`config.mk`:
```
export PLATFORM = sky130hd
export DESIGN_NAME = semaphore_phase_ctrl
export DESIGN_NICKNAME = d
export VERILOG_FILES = /design/src/rtl/semaphore_phase_ctrl.sv
export SDC_FILE = /design/constraint.sdc
export NUM_CORES = 1
export LEC_CHECK = 0
export ABC_CLOCK_PERIOD_IN_PS = 2700
export CORE_MARGIN = 1
export CORE_UTILIZATION = 40
export DETAILED_ROUTE_END_ITERATION = 10
export PLACE_DENSITY = 0.65
export SLEW_MARGIN = 20
export SYNTH_ARGS = -nofsm -noshare
export SYNTH_HDL_FRONTEND = slang
export SYNTH_SLANG_ARGS = --single-unit
```
`constraint.sdc`:
```
create_clock -name clk -period 2.7 [get_ports clk]
set_input_delay 0.81 -clock clk [delete_from_list [all_inputs] [get_ports clk]]
set_output_delay 0.81 -clock clk [all_outputs]
set_load 0.02 [all_outputs]
```
`src/rtl/semaphore_phase_ctrl.sv`:
```
// Two-road traffic-light sequencer with an optional pedestrian phase.
// Phase lengths are counted in ticks of an external timer, which is driven through a start/done handshake.
module semaphore_phase_ctrl #(
  parameter int NS_GREEN_TICKS   = 4,
  parameter int EW_GREEN_TICKS   = 4,
  parameter int YELLOW_TICKS     = 1,
  parameter int RED_YELLOW_TICKS = 1,
  parameter int ALL_RED_TICKS    = 1,
  parameter int PED_TICKS        = 3,
  parameter int TW               = 4
) (
  input  logic       clk,
  input  logic       reset,
  input  logic       enable,
  input  logic       ped_req,
  input  logic       tmr_done,
  output logic       tmr_start,
  output logic [2:0] ns_light,
  output logic [2:0] ew_light,
  output logic       ped_walk,
  output logic [3:0] phase
);

  typedef enum logic [3:0] {
    S_NS_GREEN      = 4'd0,
    S_NS_YELLOW     = 4'd1,
    S_ALL_RED_1     = 4'd2,
    S_EW_RED_YELLOW = 4'd3,
    S_EW_GREEN      = 4'd4,
    S_EW_YELLOW     = 4'd5,
    S_ALL_RED_2     = 4'd6,
    S_NS_RED_YELLOW = 4'd7,
    S_PED_WALK      = 4'd8,
    S_FLASH         = 4'd9
  } state_e;

  localparam logic [TW-1:0] NS_GREEN_LAST   = TW'(NS_GREEN_TICKS - 1);
  localparam logic [TW-1:0] EW_GREEN_LAST   = TW'(EW_GREEN_TICKS - 1);
  localparam logic [TW-1:0] YELLOW_LAST     = TW'(YELLOW_TICKS - 1);
  localparam logic [TW-1:0] RED_YELLOW_LAST = TW'(RED_YELLOW_TICKS - 1);
  localparam logic [TW-1:0] ALL_RED_LAST    = TW'(ALL_RED_TICKS - 1);
  localparam logic [TW-1:0] PED_LAST        = TW'(PED_TICKS - 1);

  localparam logic [2:0] LAMP_RED        = 3'b100;
  localparam logic [2:0] LAMP_RED_YELLOW = 3'b110;
  localparam logic [2:0] LAMP_YELLOW     = 3'b010;
  localparam logic [2:0] LAMP_GREEN      = 3'b001;

  state_e        state_q, state_d;
  logic [TW-1:0] tick_cnt_q, tick_cnt_d;
  logic          busy_q, busy_d;
  logic          ped_pending_q, ped_pending_d;
  logic          flash_on_q, flash_on_d;

  logic          tick;
  logic          state_valid;
  logic [TW-1:0] len_last;
  state_e        seq_next;

  // A new timer period is requested whenever none is in flight.
  assign tmr_start   = reset & ~busy_q;
  assign tick        = busy_q & tmr_done;
  assign state_valid = (state_q <= S_FLASH);
  assign phase       = state_q;

  always_comb begin
    len_last = '0;
    case (state_q)
      S_NS_GREEN:                       len_last = NS_GREEN_LAST;
      S_EW_GREEN:                       len_last = EW_GREEN_LAST;
      S_NS_YELLOW, S_EW_YELLOW:         len_last = YELLOW_LAST;
      S_NS_RED_YELLOW, S_EW_RED_YELLOW: len_last = RED_YELLOW_LAST;
      S_ALL_RED_1, S_ALL_RED_2:         len_last = ALL_RED_LAST;
      S_PED_WALK:                       len_last = PED_LAST;
      default:                          len_last = '0;
    endcase
  end

  always_comb begin
    seq_next = S_ALL_RED_2;
    case (state_q)
      S_NS_GREEN:      seq_next = S_NS_YELLOW;
      S_NS_YELLOW:     seq_next = S_ALL_RED_1;
      S_ALL_RED_1:     seq_next = S_EW_RED_YELLOW;
      S_EW_RED_YELLOW: seq_next = S_EW_GREEN;
      S_EW_GREEN:      seq_next = S_EW_YELLOW;
      S_EW_YELLOW:     seq_next = S_ALL_RED_2;
      S_ALL_RED_2:     seq_next = ped_pending_q ? S_PED_WALK : S_NS_RED_YELLOW;
      S_PED_WALK:      seq_next = S_NS_RED_YELLOW;
      S_NS_RED_YELLOW: seq_next = S_NS_GREEN;
      default:         seq_next = S_ALL_RED_2;
    endcase
  end

  always_comb begin
    state_d       = state_q;
    tick_cnt_d    = tick_cnt_q;
    flash_on_d    = flash_on_q;
    busy_d        = busy_q ? ~tmr_done : tmr_start;

    if (state_q == S_FLASH) begin
      if (enable) begin
        state_d    = S_ALL_RED_2;
        tick_cnt_d = '0;
        flash_on_d = 1'b0;
      end else if (tick) begin
        flash_on_d = ~flash_on_q;
      end
    end else if (!enable) begin
      // Maintenance request overrides any tick landing in the same cycle.
      state_d    = S_FLASH;
      tick_cnt_d = '0;
      flash_on_d = 1'b0;
    end else if (!state_valid) begin
      state_d    = S_ALL_RED_2;
      tick_cnt_d = '0;
    end else if (tick) begin
      if (tick_cnt_q == len_last) begin
        state_d    = seq_next;
        tick_cnt_d = '0;
      end else begin
        tick_cnt_d = tick_cnt_q + TW'(1);
      end
    end

    ped_pending_d = ped_pending_q | (ped_req & (state_q != S_PED_WALK));
    if ((state_d == S_PED_WALK) && (state_q != S_PED_WALK)) begin
      ped_pending_d = 1'b0;
    end
  end

  always_ff @(posedge clk or negedge reset) begin
    if (!reset) begin
      state_q       <= S_ALL_RED_2;
      tick_cnt_q    <= '0;
      busy_q        <= 1'b0;
      ped_pending_q <= 1'b0;
      flash_on_q    <= 1'b0;
    end else begin
      state_q       <= state_d;
      tick_cnt_q    <= tick_cnt_d;
      busy_q        <= busy_d;
      ped_pending_q <= ped_pending_d;
      flash_on_q    <= flash_on_d;
    end
  end

  // Lamp decode is purely from registered state so outputs are glitch-free.
  always_comb begin
    ns_light = LAMP_RED;
    ew_light = LAMP_RED;
    ped_walk = 1'b0;
    case (state_q)
      S_NS_GREEN:      ns_light = LAMP_GREEN;
      S_NS_YELLOW:     ns_light = LAMP_YELLOW;
      S_NS_RED_YELLOW: ns_light = LAMP_RED_YELLOW;
      S_EW_GREEN:      ew_light = LAMP_GREEN;
      S_EW_YELLOW:     ew_light = LAMP_YELLOW;
      S_EW_RED_YELLOW: ew_light = LAMP_RED_YELLOW;
      S_PED_WALK:      ped_walk = 1'b1;
      S_FLASH: begin
        ns_light = {1'b0, flash_on_q, 1'b0};
        ew_light = {1'b0, flash_on_q, 1'b0};
      end
      default: begin
        ns_light = LAMP_RED;
        ew_light = LAMP_RED;
      end
    endcase
  end

endmodule

```
[After elaboration in Yosys (flattened, before gate mapping)]
Memory sizes are Yosys's and may differ from the RTL's.
Cells that the tools add are included.
Storage, ports and cells
  input port bits: 5
  register bits: 11
  output and inout bits: 12
  memory bits (read-only): 32
  memories kept: 1
  logic and storage cells: 58
Memory list
  (name not given): words 16, bits a word 2, read ports 1, clocked after Yosys merged registers in 0, wr ports 0, line 68  | case (state_q)
Operators by class
  equal/unequal tests: 16
  $lt $le $gt $ge: 1
  reduce and logical (&&, ||, !) cells: 4
  mux-type cells: 23
  add/subtract/negate cells: 1
  bitwise logic cells: 7
Operators by type and width (count)
  2-to-1 mux 4 bit: 13
  case mux 4 bit (8 select lines): 1
  case mux 3 bit (4 select lines): 2
  == test 4 x 3 -> 1 bit (second input constant): 4
  == test 4 bit (second input constant): 3
  == test 4 x 2 -> 1 bit (second input constant): 2
  2-to-1 mux 1 bit: 7
  adder 4 x 1 -> 4 bit (second input constant): 1
  == test 4 x 1 -> 1 bit (second input constant): 1
  == test 4 bit: 1
  <= comparator 4 bit (second input constant): 1
  logical NOT 4 bit: 1
  != test 4 x 3 -> 1 bit (second input constant): 1
  != test 4 bit (second input constant): 1
  AND reduction 2 bit: 2
  bitwise AND 1 bit: 3
  != test 3 bit (second input constant): 1
  inverter 1 bit: 3
  != test 2 x 1 -> 1 bit (second input constant): 1
  != test 2 bit (second input constant): 1
  logical AND 1 bit: 1
  bitwise OR 1 bit: 1

[Logic depth before layout (Yosys ltp)]
  depth in word-level cells: 10
  mapped depth: 6
  depth with buffers taken out: 5

[Worst setup path before layout]
OpenSTA, ideal clock, no wires.
  path type: reg-to-output
  start: register state_q[1] (netlist: phase[1])
  end: output ew_light[1]
  stages on the path, launching flop included: 5
  slack: 209 ps
  path buffers: 1
  data arrival time: 1681 ps
  data required time: 1890 ps
  path through: dfstp_2 > clkbuf_1 > xor2_1 > nor2_1 > nor3b_1
On the way
  cells in the longest elaborated chain, start to end: 2
  elaborated cells on any way between the ends: 5
  those cells by class: 4 x eq/ne; 1 x mux
Ends and longest elaborated chain
  from (decl): line 49  | state_e state_q, state_d;
  from (signal assigned): line 140  | state_q <= state_d;
  == test 4 bit (tied with other cells): line 153  | case (state_q)
  case mux 3 bit (4 select lines) *: line 153
  to (decl): line 19  | output logic [2:0] ew_light,
Mark *: on every way between the ends. The rest lies on a longest branch, timed or not.

[Worst setup path after layout]
  start: input reset
  end: output tmr_start
On the way
  cells in the longest elaborated chain, start to end: 1
Ends and longest elaborated chain
  from (decl): line 13  | input logic reset,
  bitwise AND 1 bit: line 61  | assign tmr_start = reset & ~busy_q;
  to (decl): line 17  | output logic tmr_start,
No other way between the ends.

==> flow_summary.html <==
<table>
<tr><th>Metric</th><th>Value</th></tr>
<tr><th colspan="2">Worst setup path</th></tr>
<tr><td>Required time at the worst-slack endpoint</td><td>between 1.5 and 2 ns</td></tr>
<tr><td>Startpoint types</td><td>input pin</td></tr>
<tr><td>Terminus of the critical flop-to-flop path</td><td>phase[1]</td></tr>
<tr><td>Setup crit end kind</td><td>output pin</td></tr>
<tr><td>Crit-path max FO</td><td>2</td></tr>
<tr><td>Critical Path AT</td><td>1.79 ns</td></tr>
<tr><td>Number of cell instances on the worst register-to-register path</td><td>6</td></tr>
<tr><td>Reg2Reg Setup Slack</td><td>roughly 0.4 ns</td></tr>
<tr><td>Launching point of the worst reg2reg path</td><td>phase[1]</td></tr>
<tr><td>Critical setup path kind</td><td>in2out</td></tr>
<tr><th colspan="2">Min path</th></tr>
<tr><td>Worst min-delay path endpoint</td><td>busy_q</td></tr>
<tr><td>Launch instance of the worst min-delay path</td><td>busy_q</td></tr>
<tr><td>Path type of the worst min-delay path</td><td>reg2reg</td></tr>
<tr><td>Hold depth</td><td>1</td></tr>
<tr><th colspan="2">CTS</th></tr>
<tr><td>Number of buffers created by CTS</td><td>3</td></tr>
<tr><td>Clock buffer depth</td><td>2</td></tr>
<tr><td>Clock H-tree levels</td><td>1</td></tr>
<tr><td># clock sinks</td><td>11</td></tr>
<tr><td>Postcts setup bufs</td><td>0</td></tr>
<tr><td>Clock transition at the register clock pins on the worst setup and hold paths after CTS</td><td>0.08 ns</td></tr>
<tr><td>Cell at the root of the clock tree</td><td>sky130_fd_sc_hd__clkbuf_4</td></tr>
<tr><td>TritonCTS clock tree</td><td>built</td></tr>
<tr><td>Worst skew pair latency</td><td>about 0.28 ns</td></tr>
<tr><th colspan="2">STA</th></tr>
<tr><td>RSZ-0062 raised after global routing</td><td>false</td></tr>
<tr><td>Hold Worst Slack</td><td>~0.52 ns</td></tr>
<tr><td>Final-report hold violation count</td><td>0</td></tr>
<tr><td>Fin crit period</td><td>~2.6 ns</td></tr>
<tr><td>Transition time at the pin with the least slew margin</td><td>between 0.5 and 0.6 ns</td></tr>
<tr><td>Largest clock skew in the final design</td><td>0.0004886 ns</td></tr>
<tr><td>Period utilisation layout</td><td>between 90% and 100%</td></tr>
<tr><td>Total of endpoints with negative setup slack in the final report</td><td>0</td></tr>
<tr><td>Maximum clock rate</td><td>0.3848 GHz</td></tr>
<tr><td>Rel. slew slack</td><td>63.11%</td></tr>
<tr><td>Max-slew violation count</td><td>0</td></tr>
<tr><th colspan="2">Run</th></tr>
<tr><td>Number of max-cap violations</td><td>0</td></tr>
<tr><th colspan="2">Detailed routing</th></tr>
<tr><td>Overall routed net length</td><td>~1.9 mm</td></tr>
<tr><td>Drt first pass iters</td><td>4</td></tr>
<tr><td>Residual DRC</td><td>0</td></tr>
<tr><td>Number of antenna-violating nets in the routed design</td><td>0</td></tr>
<tr><td>Iteration-0 DRC Markers</td><td>13</td></tr>
<tr><td>Total via count after detailed routing</td><td>a little under 800</td></tr>
<tr><td>WL per Instance</td><td>13.91 µm</td></tr>
<tr><td>Detail-routed via count per cell</td><td>about 5.6</td></tr>
<tr><th colspan="2">GRT</th></tr>
<tr><td>Antenna violations before repair</td><td>0</td></tr>
<tr><td>Vias in the first global route</td><td>approximately 720</td></tr>
<tr><td>Largest net degree at the start of global routing</td><td>15</td></tr>
<tr><td>Overall overflow remaining after global route</td><td>0</td></tr>
<tr><td>First-pass GRT wire length</td><td>roughly 3.2 mm</td></tr>
<tr><td>GRT Overall Usage</td><td>20.86%</td></tr>
<tr><th colspan="2">Power</th></tr>
<tr><td>Post-layout power</td><td>0.5213 mW</td></tr>
<tr><td>Largest voltage drop on the vdd net</td><td>around 0.00033 V</td></tr>
<tr><td>PwrDens</td><td>slightly below 500 nW/µm²</td></tr>
<tr><td>Leakage</td><td>~0.48 nW</td></tr>
<tr><th colspan="2">Floorplanning</th></tr>
<tr><td>Die span in x</td><td>46.60 µm</td></tr>
<tr><td>Area enclosed by the die boundary</td><td>roughly 2200 µm²</td></tr>
<tr><td>FP Rows</td><td>15</td></tr>
<tr><td>Effective utilization at floorplan</td><td>44.17%</td></tr>
<tr><td>Core area</td><td>roughly 1800 µm²</td></tr>
<tr><td>Die height</td><td>roughly 47 µm</td></tr>
<tr><td>IO Count</td><td>17</td></tr>
<tr><th colspan="2">Logic synthesis</th></tr>
<tr><td>Syn_nets</td><td>between 90 and 100</td></tr>
<tr><td>Netlist area before placement</td><td>around 800 µm²</td></tr>
<tr><td>Number of distinct library cells after synthesis</td><td>39</td></tr>
<tr><td>Syn Area/Cell</td><td>just under 9 µm²</td></tr>
<tr><td>Seq cells post-synth</td><td>11</td></tr>
<tr><td>Cells after Synth</td><td>91</td></tr>
<tr><td>Total number of yosys warnings</td><td>0</td></tr>
<tr><td>Sequential cell area fraction in the yosys report</td><td>a little over a third</td></tr>
<tr><th colspan="2">Placed design</th></tr>
<tr><td>GPL Wtd Cong</td><td>around 0.79</td></tr>
<tr><td>Number of buffers inserted by port buffering</td><td>16</td></tr>
<tr><td>Half-perimeter wire length after detailed placement</td><td>between 1 and 1.5 mm</td></tr>
<tr><th colspan="2">Layout</th></tr>
<tr><td>Ant. Diodes</td><td>0</td></tr>
<tr><td>Layout Area Growth over Synthesis</td><td>32.08%</td></tr>
<tr><td>Nets</td><td>between 100 and 150</td></tr>
<tr><td>Share of layout cells above drive strength 1</td><td>16.67%</td></tr>
<tr><td>Filler Cells Inserted</td><td>between 150 and 200</td></tr>
<tr><th colspan="2">Status</th></tr>
<tr><td>Status</td><td>finished clean</td></tr>
</table>
==> cell usage after synthesis, drive strengths merged <==
| master | instances | area share, % |
|---|---|---|
| a21oi | 2 | 1.3 |
| mux2 | 1 | 1.4 |
| a221o | 1 | 1.3 |
| ha | 1 | 1.6 |
| a21o | 1 | 0.94 |
| o221ai | 1 | 1.1 |
| a2111o | 1 | 1.4 |
| or4b | 1 | 1.7 |
| o21ai | 6 | 3.8 |
| dfrtp | 9 | 28 |
| nor2 | 7 | 3.3 |
| clkbuf | 4 | 1.9 |
| buf | 2 | 1.9 |
| o211a | 1 | 1.3 |
| a211oi | 1 | 0.94 |
| a22o | 1 | 1.1 |
| o311a | 1 | 1.3 |
| nor2b | 6 | 4.7 |
| o41ai | 1 | 1.1 |
| o31ai | 3 | 3.5 |
| o22a | 1 | 1.1 |
| o311ai | 1 | 1.1 |
| inv | 4 | 1.9 |
| a2111oi | 1 | 3.5 |
| o211ai | 1 | 0.94 |
| xor2 | 2 | 2.2 |
| nor4 | 5 | 3.9 |
| and3 | 1 | 0.79 |
| nor3b | 1 | 0.94 |
| nand3 | 6 | 3.8 |
| nand3b | 1 | 0.94 |
| mux2i | 1 | 1.3 |
| nand2 | 8 | 3.8 |
| nor3 | 3 | 1.9 |
| nand2b | 1 | 0.79 |
| o21a | 1 | 0.94 |
| dfstp | 2 | 6.6 |
==> through the flow <==
step                util [%]  setup TNS [ns]  cell area [µm²]  std cells  worst slack [ns]
finish                 58.33               0             1051        139            0.1015
global route           58.33               0             1051        139           0.01163
CTS                    57.99               0             1045        139           0.03927
detailed placement     56.88         -0.1721             1025        135           -0.1721
global placement       56.88         -0.1766             1025        135           -0.1766
floorplan                  -               0            795.8         91            0.2087
==> cells in the final DEF (no fill, tap or decap), drive strengths merged, types with 2 or more instances in the layout <==
master / instances
nor2b: 6
clkbuf: 4
nor4: 5
dlygate4sd2: 5
nand2: 8
nor3: 3
clkdlybuf4s50: 9
dfstp: 2
o31ai: 3
nor2: 7
dlymetal6s2s: 2
inv: 4
nand3: 6
a21oi: 2
xor2: 2
dfrtp: 9
o21ai: 6
buf: 9
==> worst max-delay path, stage by stage <==
cell                              delay (ns)
sky130_fd_sc_hd__clkdlybuf4s50_1        0.47
sky130_fd_sc_hd__nor2b_1                0.16
sky130_fd_sc_hd__dlygate4sd2_1          0.35
==> where the power goes <==
part           switching [mW]  total, mW  internal [mW]
Sequential             0.0212      0.200          0.179
Clock                  0.0649      0.122         0.0574
Combinational           0.110      0.199         0.0892
==> registers in the layout, indices dropped and copies added, names as in the netlist <==
name           count
phase              4
ped_pending_q      1
tick_cnt_q         4
busy_q             1
flash_on_q         1
==> what timing repair did <==
action,in CTS,in global routing
setup endpoints to repair,5,2
gates resized for setup,5,3
hold buffers,0,0
cloned,0,0
==> cell type report <==
cell class                      instances  area [µm²]  share of cell area [%]
Inverter                                4       15.01                   1.429
Tap cell                               25       31.28                   2.976
Clock buffer                            4       26.28                   2.500
Timing Repair Buffer                   25       226.5                   21.55
Sequential cell                        11       279.0                   26.55
Multi-Input combinational cell         70       473.0                   45.00
==> kinds of logic after synthesis <==
group | synth area share (%)
AOI/OAI and AO/OA | 26.42
xor gates and xnor gates | 2.202
adders and majority gates | 1.572
buffers and inverters | 5.659
DFF | 34.91
muxes | 2.673
and+or+nand+nor | 26.57
==> routing by layer <==
metal  up-vias  GRT usage [%]  part of all wire, %
met1       364          29.50                   48
met2        19          32.22                   47
li1        391              -                    -
met5         -              0                    0
met3         5          2.353                  3.3
met4         0          7.647                  1.7
==> worst max-delay path by stage <==
stage	startpoint	to	slack (ns)	cells after the start
after global placement	reset	tmr_start	-0.18	3
after detailed placement	reset	tmr_start	-0.17	3
after floorplan	phase[1]	ew_light[1]	0.21	4
after global routing	reset	tmr_start	0.01	3
after CTS	phase[3]	ns_light[0]	0.04	3
final	reset	tmr_start	0.10	3
(Power assumes the default switching activity.)
